### src/rtl/link_transmitter_pkg.sv
// link_transmitter_pkg: shared frame width and transmitter state encoding
package link_transmitter_pkg;
    localparam int LINK_FRAME_W = 49;
    typedef enum logic [1:0] {IDLE = 2'd0, SHIFT = 2'd1, GAP = 2'd2} tx_state_t;
endpackage

### src/rtl/link_transmitter_piso.sv
// link_transmitter_piso: parallel-in serial-out shifter, bit 0 first, registered last-bit flag
module link_transmitter_piso
    import link_transmitter_pkg::*;
#(
    parameter int FRAME_W = LINK_FRAME_W,
    parameter int CNT_W   = 6
) (
    input  logic               LINK_CLK,
    input  logic               RESET,
    input  logic               load,
    input  logic               shift,
    input  logic [0:FRAME_W-1] data,
    output logic               bit_out,
    output logic               last
);
    logic [0:FRAME_W-1] shr;
    logic [CNT_W-1:0]   cnt;
    // zero-fill keeps the line low once the final bit has left
    assign bit_out = shr[0];
    always_ff @(posedge LINK_CLK) begin
        if (RESET) begin
            shr  <= '0;
            cnt  <= '0;
            last <= 1'b0;
        end else if (load) begin
            shr  <= data;
            cnt  <= '0;
            last <= 1'b0;
        end else begin
            shr  <= {shr[1:FRAME_W-1], 1'b0};
            cnt  <= shift ? cnt + 1'b1 : '0;
            last <= shift && cnt == CNT_W'(FRAME_W-2);
        end
    end
endmodule

### src/rtl/link_transmitter.sv
// link_transmitter: serialises queued frames onto S_OUT with SYNC on the last bit
module link_transmitter
    import link_transmitter_pkg::*;
#(
    parameter int FRAME_W    = LINK_FRAME_W,
    parameter int GAP_CYCLES = 1,
    parameter int CNT_W      = 6
) (
    input  logic               LINK_CLK,
    input  logic               RESET,
    input  logic [0:FRAME_W-1] DATA_IN,
    input  logic               LOAD,
    output logic               READY,
    output logic               BUSY,
    output logic               S_OUT,
    output logic               SYNC
);
    tx_state_t          state, state_nx;
    logic [0:FRAME_W-1] hold;
    logic               hold_valid;
    logic               piso_load, piso_shift, gap_done;
    logic [CNT_W-1:0]   gap_cnt;
    assign READY    = ~hold_valid;
    assign BUSY     = state != IDLE;
    assign gap_done = gap_cnt == CNT_W'(GAP_CYCLES-1);
    link_transmitter_piso #(.FRAME_W(FRAME_W), .CNT_W(CNT_W)) u_piso (
        .LINK_CLK(LINK_CLK),
        .RESET   (RESET),
        .load    (piso_load),
        .shift   (piso_shift),
        .data    (hold),
        .bit_out (S_OUT),
        .last    (SYNC)
    );
    // SYNC doubles as "current bit is the last one"
    always_comb begin
        state_nx   = state;
        piso_load  = 1'b0;
        piso_shift = 1'b0;
        case (state)
            IDLE: begin
                piso_load = hold_valid;
                state_nx  = hold_valid ? SHIFT : IDLE;
            end
            SHIFT: begin
                piso_shift = !SYNC;
                piso_load  = SYNC && GAP_CYCLES == 0 && hold_valid;
                if (SYNC)
                    state_nx = GAP_CYCLES > 0 ? GAP : (hold_valid ? SHIFT : IDLE);
            end
            GAP: begin
                piso_load = gap_done && hold_valid;
                if (gap_done)
                    state_nx = hold_valid ? SHIFT : IDLE;
            end
            default: state_nx = IDLE;
        endcase
    end
    always_ff @(posedge LINK_CLK) begin
        if (RESET) begin
            state      <= IDLE;
            hold       <= '0;
            hold_valid <= 1'b0;
            gap_cnt    <= '0;
        end else begin
            state   <= state_nx;
            gap_cnt <= state == GAP && !gap_done ? gap_cnt + 1'b1 : '0;
            if (piso_load)
                hold_valid <= 1'b0;
            else if (LOAD && READY) begin
                hold       <= DATA_IN;
                hold_valid <= 1'b1;
            end
        end
    end
endmodule
### config.mk
export PLATFORM = sky130hd
export DESIGN_NAME = link_transmitter
export DESIGN_NICKNAME = d
export VERILOG_FILES = /design/src/rtl/link_transmitter_pkg.sv /design/src/rtl/link_transmitter_piso.sv /design/src/rtl/link_transmitter.sv
export SDC_FILE = /design/constraint.sdc
export NUM_CORES = 1
export LEC_CHECK = 0
export ABC_AREA = 1
export CORE_UTILIZATION = 58
export DETAILED_ROUTE_END_ITERATION = 16
export HOLD_SLACK_MARGIN = 0.12
export PLACE_DENSITY_LB_ADDON = 0.15
export SYNTH_ARGS = -nofsm -noshare
export SYNTH_HDL_FRONTEND = slang
export SYNTH_SLANG_ARGS = --single-unit
### constraint.sdc
create_clock -name LINK_CLK -period 1.9 [get_ports LINK_CLK]
set_input_delay 0.285 -clock LINK_CLK [delete_from_list [all_inputs] [get_ports LINK_CLK]]
set_output_delay 0.285 -clock LINK_CLK [all_outputs]
set_load 0.02 [all_outputs]
### Word-level counts from Yosys, hierarchy flattened

Index checks and enable logic that the tools add are counted.

| cells by class | value |
|---|---|
| add/sub/neg operators | 2 |
| equality and inequality tests | 5 |
| multiplexer cells | 7 |
| bitwise logic cells | 4 |
| reduce and logical (&&, ||, !) cells | 15 |

Operators with widths:

| kind | count |
|---|---|
| $mux W49 | 1 |
| $add A6 B1 Y6 const B | 2 |
| $eq A6 B6 Y1 const B | 1 |
| $logic_not A6 Y1 | 1 |
| $pmux W2 S3 | 1 |
| $reduce_or A2 Y1 | 3 |
| $logic_and A1 B1 Y1 | 4 |
| $mux W2 | 2 |
| $not A1 Y1 | 4 |
| $reduce_and A2 Y1 | 2 |
| $reduce_or A3 Y1 | 1 |
| $eq A2 B1 Y1 const B | 1 |
| $eq A2 B2 Y1 const B | 1 |
| $logic_not A1 Y1 | 2 |
| $logic_not A2 Y1 | 1 |
| $mux W1 | 2 |
| $ne A2 B1 Y1 const B | 1 |
| $ne A2 B2 Y1 const B | 1 |
| $pmux W1 S2 | 1 |
| $reduce_bool A2 Y1 | 1 |

| word-level totals | value |
|---|---|
| flip-flop bits (word level) | 114 |
| input port bits | 52 |
| output and inout port bits | 4 |
| word-level logic and storage cells | 41 |

### Logic depth before layout (Yosys ltp)

| logic depth | value |
|---|---|
| word-level depth | 5 |
| mapped depth | 9 |

### Modules after synthesis

From an unflattened synthesis, not the netlist that was laid out.

| second synthesis, totals | value |
|---|---|
| cells, all modules | 516 |
| area total of the unflattened synthesis | 4,073.9 µm² |

By module, submodules not included:

| module | times used | cells each | area each (µm²) | seq. area each (µm²) |
|---|---|---|---|---|
| link_transmitter | 1 | 270 | 2,105.8 | 1,161.1 |
| link_transmitter_piso | 1 | 246 | 1,968.1 | 1,121.1 |

### Worst setup path before layout

No wires, ideal clock.

| timing | value |
|---|---|
| kind | register to register |
| start | register gap_cnt[0] |
| end | register u_piso.shr[10] (netlist bit) |
| data arrival time | 1.197 ns |
| data required time | 1.841 ns |
| slack | 0.643 ns |
| cell stages (with the launch flop) | 10 |
| path buffers | 2 |
| cells stage by stage | dfxtp_1 > inv_1 > ha_1 > nand3_2 > nand2_2 > nand2_2 > buf_6 > buf_6 > nand3_2 > nand2_1 |

| between the ends | value |
|---|---|
| longest elaborated chain between the ends | 4 |

Ends and longest elaborated chain:

| item | line | RTL |
|---|---|---|
| start, declared | link_transmitter.sv:22 | `logic [CNT_W-1:0] gap_cnt;` |
| start signal, assigned | link_transmitter.sv:67 | `gap_cnt <= state == GAP && !gap_done ? gap_cnt + 1'b1 : '0;` |
| $logic_not A6 Y1 | link_transmitter.sv:25 | `assign gap_done = gap_cnt == CNT_W'(GAP_CYCLES-1);` |
| $logic_and A1 B1 Y1 | link_transmitter.sv:52 | `piso_load = gap_done && hold_valid;` |
| $pmux W1 S2 | link_transmitter.sv:40 | `case (state)` |
| $mux W49 | link_transmitter_piso.sv:25 | `end else if (load) begin` |
| end signal, assigned | link_transmitter_piso.sv:26 | `shr <= data;` |
| end signal, assigned | link_transmitter_piso.sv:30 | `shr <= {shr[1:FRAME_W-1], 1'b0};` |
| end, declared | link_transmitter_piso.sv:16 | `logic [0:FRAME_W-1] shr;` |

No other way between the ends.
A chain may end at the register's enable or synchronous reset.

### Final worst setup path

| timing | value |
|---|---|
| start | register hold_valid |
| end | output READY |

| between the ends | value |
|---|---|
| longest elaborated chain between the ends | 1 |

Ends and longest elaborated chain:

| item | line | RTL |
|---|---|---|
| start, declared | link_transmitter.sv:20 | `logic hold_valid;` |
| start signal, assigned | link_transmitter.sv:63 | `hold_valid <= 1'b0;` |
| start signal, assigned | link_transmitter.sv:69 | `hold_valid <= 1'b0;` |
| start signal, assigned | link_transmitter.sv:72 | `hold_valid <= 1'b1;` |
| $not A1 Y1 | link_transmitter.sv:23 | `assign READY = ~hold_valid;` |
| end, declared | link_transmitter.sv:13 | `output logic READY,` |

No other way between the ends.

==> metrics.json <==
{
  "synth.net_count": {"value": 568},
  "dp.cells": {"value": 637},
  "synth_async_sr_flop_share": {"value": 0},
  "placement.io_buffers": {"value": 55},
  "clock_sink_count": {"value": 114},
  "cts_inserted_buffers": {"value": 17},
  "path_depth": {"value": 2},
  "first_iter_violations": {"value": 256},
  "cell_with_the_most_instances_after_synthesis": {"value": "dfxtp_1"},
  "initial_cell_density_of_the_core": {"value": 0.6107},
  "max_freq": {"value": 545.6, "unit": "MHz"},
  "ys_seq_area_frac": {"value": 0.5411},
  "kind_of_critical_path": {"value": "reg -> out"},
  "clk_pin_slew": {"value": 0.06, "unit": "ns"},
  "worst_r2r_startpoint": {"value": "gap_cnt[0]$_SDFF_PP0_"},
  "cts_max_path_buffers": {"value": 2},
  "number_of_antenna_violations_at_the_first_check_in_global_routing": {"value": 0},
  "whs_endpoint": {"value": "hold_valid$_SDFFE_PP0P_"},
  "timing.reg2reg.setup_slack": {"value": 0.39, "unit": "ns"},
  "grt_max_degree": {"value": 41},
  "post_route_cells_drive_above_1_share": {"value": 0.1047},
  "routed_wire_length": {"value": 9.397, "unit": "mm"},
  "worst_ep_required_time": {"value": 1.62, "unit": "ns"},
  "finalNetCount": {"value": 615},
  "critical_path.reg2reg.endpoint": {"value": "u_piso.shr[0]$_SDFF_PP0_"},
  "cts_max_level": {"value": 4},
  "fin_worst_skew": {"value": 0.007630, "unit": "ns"},
  "post_synth_main_area_contributors": {"value": "dfxtp_1 54%, nor2_1 9.9%, nand4_1 7.3%"},
  "timing.final.setup_violations": {"value": 0},
  "maxCapViolations": {"value": 0},
  "gpl.final_weighted_congestion": {"value": 0.8023},
  "die_h": {"value": 87.28, "unit": "um"},
  "critPathCaptureType": {"value": "primary output"},
  "std_cell_rows": {"value": 30},
  "leakagePower": {"value": 2.328, "unit": "nW"},
  "final_min_period_over_clock_period": {"value": 0.9646},
  "num_io_pins": {"value": 56},
  "grt_usage": {"value": 0.2708},
  "worst-path-max-fanout": {"value": 3},
  "synth-warning-count": {"value": 0},
  "grt_first_pass_wirelength": {"value": 15.73, "unit": "mm"},
  "horizontal_extent_of_the_die": {"value": 87.28, "unit": "um"},
  "worst_path_largest_cell_delay": {"value": 0.62, "unit": "ns"},
  "grt_pass1_vias": {"value": 3452},
  "final_cells": {"value": 669},
  "route.detailed.vias_per_inst": {"value": 5.344},
  "synthToLayoutAreaGrowth": {"value": 29.99, "unit": "%"},
  "unrepaired_setup_endpoints_after_global_routing": {"value": "false"},
  "clock_latency": {"value": 0.51, "unit": "ns"},
  "cell_depth_of_the_worst_hold_path": {"value": 3},
  "synth_commonest_cells": {"value": "114 x dfxtp_1, 111 x nor2_1, 59 x nand2_1"},
  "crit_path_start_kind": {"value": "flop"},
  "reg2regPathDepth": {"value": 8},
  "antenna_fix_cells": {"value": 0},
  "worst_slew_margin_rel": {"value": 0.7643},
  "worst_path_max_delay_cell": {"value": "clkdlybuf4s50_1"},
  "post-route-min-period": {"value": 1.833, "unit": "ns"},
  "dominantRegCellSynth": {"value": "dfxtp_1"},
  "synth_enable_flop_cells": {"value": 0},
  "grt_overflow_total": {"value": 0},
  "detail-route-antenna-nets": {"value": 0},
  "worst_ir_drop_vdd": {"value": 862.6, "unit": "uV"},
  "synth_largest_area_cell": {"value": "dfxtp_1"},
  "hold_path.startpoint": {"value": "LOAD"},
  "synth_area_per_cell": {"value": 8.222, "unit": "sq um"},
  "crit_arrival": {"value": 1.55, "unit": "ns"},
  "worstHoldPathType": {"value": "in -> reg"},
  "met3_wirelength": {"value": 443, "unit": "um"},
  "post_synthesis_instance_area": {"value": 4218, "unit": "sq um"},
  "timing.final.max_slew_violations": {"value": 0},
  "critical_path_buf_inv_count": {"value": 2},
  "final_hold_viol_count": {"value": 0},
  "route.detailed.drc": {"value": 0},
  "tritoncts": {"value": "done"},
  "cts.hold.buffers_added": {"value": 0},
  "tightestPinTransition": {"value": 0.3535, "unit": "ns"},
  "path_delay_family": {"value": "buffers and inverters"},
  "detailed_place_hpwl": {"value": 5.243, "unit": "mm"},
  "synthCells": {"value": 513},
  "dieArea": {"value": 7617, "unit": "sq um"},
  "master_cell_of_the_clock_root_buffer": {"value": "clkbuf_8"},
  "drt_pre_antenna_iters": {"value": 4},
  "outcome": {"value": "finished clean"},
  "core": {"value": 6907, "unit": "sq um"},
  "met2WireLength": {"value": 4.844, "unit": "mm"},
  "vias": {"value": 3575},
  "synth-seq-cells": {"value": 114},
  "detail_route.wl_per_cell": {"value": 14.05, "unit": "um"},
  "synth_largest_type_area_fraction": {"value": 0.5411},
  "topRoutingLayerUsed": {"value": "met4"},
  "synth.distinct_cells": {"value": 23},
  "final_core_utilization": {"value": 0.7938},
  "power_per_cell_area": {"value": 1186, "unit": "nW/um^2"},
  "met1Wirelength": {"value": 4.009, "unit": "mm"},
  "fin_setup_tns": {"value": 0, "unit": "ns"},
  "worstPathCellList": {"value": "inv_2, clkdlybuf4s50_1"}
}
[routing by layer]
metal  track usage  vias up
met5             0        -
met4        0.1148        0
met3       0.06730       13
met2        0.4624       88
met1        0.3241     1655
li1              -     1819
[layout make-up]
type	instances	area, sq um
Clock buffer	22	452.9
Timing Repair Buffer	69	716.9
Inverter	14	55.05
Clock inverter	10	180.2
Sequential cell	114	2282
Fill cell	475	1424
Multi-Input combinational cell	344	1675
Tap cell	96	120.1
[metrics by stage]
step | setup WS, ns | total power [mW] | area (sq um) | hold WS, ns
2_1_floorplan | 0.6434 | 2.947 | 4218 | 0.3960
3_3_place_gp | 0.3495 | 3.145 | 4851 | 0.4263
3_5_place_dp | 0.2912 | 3.163 | 4851 | 0.4329
4_1_cts | 0.05012 | 6.529 | 5483 | 0.3585
5_1_grt | 0.02121 | 6.729 | 5483 | 0.3943
6_report | 0.06732 | 6.504 | 5483 | 0.3733
[placed cells by master, fill, tap and decap left out]
cell type        Yosys  routed
dfxtp_1            114     114
nor2_1             111     111
nand2_1             59      59
clkdlybuf4s50_1      0      54
o21ai_0             51      51
nand4_1             49      49
nand3_1             44      44
clkbuf_16            0      16
inv_1               11      11
nand3_2             11      11
buf_4                4       9
bufinv_16            0       5
buf_12               0       5
a21oi_1              4       4
nor3_1               3       3
ha_1                 3       3
clkbuf_8             0       3
clkinv_2             0       3
clkbuf_1            14       3
inv_2                3       2
nand2_2              2       2
xor2_1               2       2
nand3b_1             2       2
clkinvlp_4           0       2
nor2_4               1       1
inv_4                0       1
xnor2_1              1       1
nor3b_1              1       1
dlygate4sd2_1        0       1
[cells by family after synthesis]
logic type / Yosys count / synth area share
AO/OA/AOI/OAI: 55 / 0.06526
buffers and inverters: 55 / 0.06170
XOR/XNOR: 3 / 0.006231
AND/OR/NAND/NOR: 283 / 0.3168
adder cells (fa/ha/maj): 3 / 0.008900
flip-flops: 114 / 0.5411
[how the worst max path moves through the flow]
stage                            start                        end  slack, ns
2_1_floorplan    gap_cnt[0]$_SDFF_PP0_  u_piso.shr[10]$_SDFF_PP0_       0.64
3_3_place_gp                     RESET      gap_cnt[5]$_SDFF_PP0_       0.35
3_5_place_dp                     RESET   u_piso.cnt[2]$_SDFF_PP0_       0.29
4_1_cts        hold_valid$_SDFFE_PP0P_                      READY       0.05
5_1_grt        hold_valid$_SDFFE_PP0P_                      READY       0.02
6_report       hold_valid$_SDFFE_PP0P_                      READY       0.07
[where the power goes]
group          total, mW  internal [mW]  switching, mW
logic              0.528          0.232          0.296
registers           2.60           2.53         0.0679
clock network       3.38           2.32           1.05
total               6.50           5.09           1.42
[sequential cells by signal (all words and copies together) (netlist names)]
| register | count |
|---|---|
| hold | 49 |
| u_piso.shr | 49 |
| gap_cnt | 6 |
| u_piso.cnt | 6 |
| state | 2 |
| hold_valid | 1 |
| u_piso.last | 1 |
[timing repair]
action	CTS	global route
resized for setup	1	0
setup endpoints to repair	1	0
setup buffers	0	0
[tightest hold or removal path, cell delays in order]
cell	delay (ns)
clkdlybuf4s50_1	0.41
nor2_1	0.09
nor2_1	0.05
(Power assumes the default switching activity.)
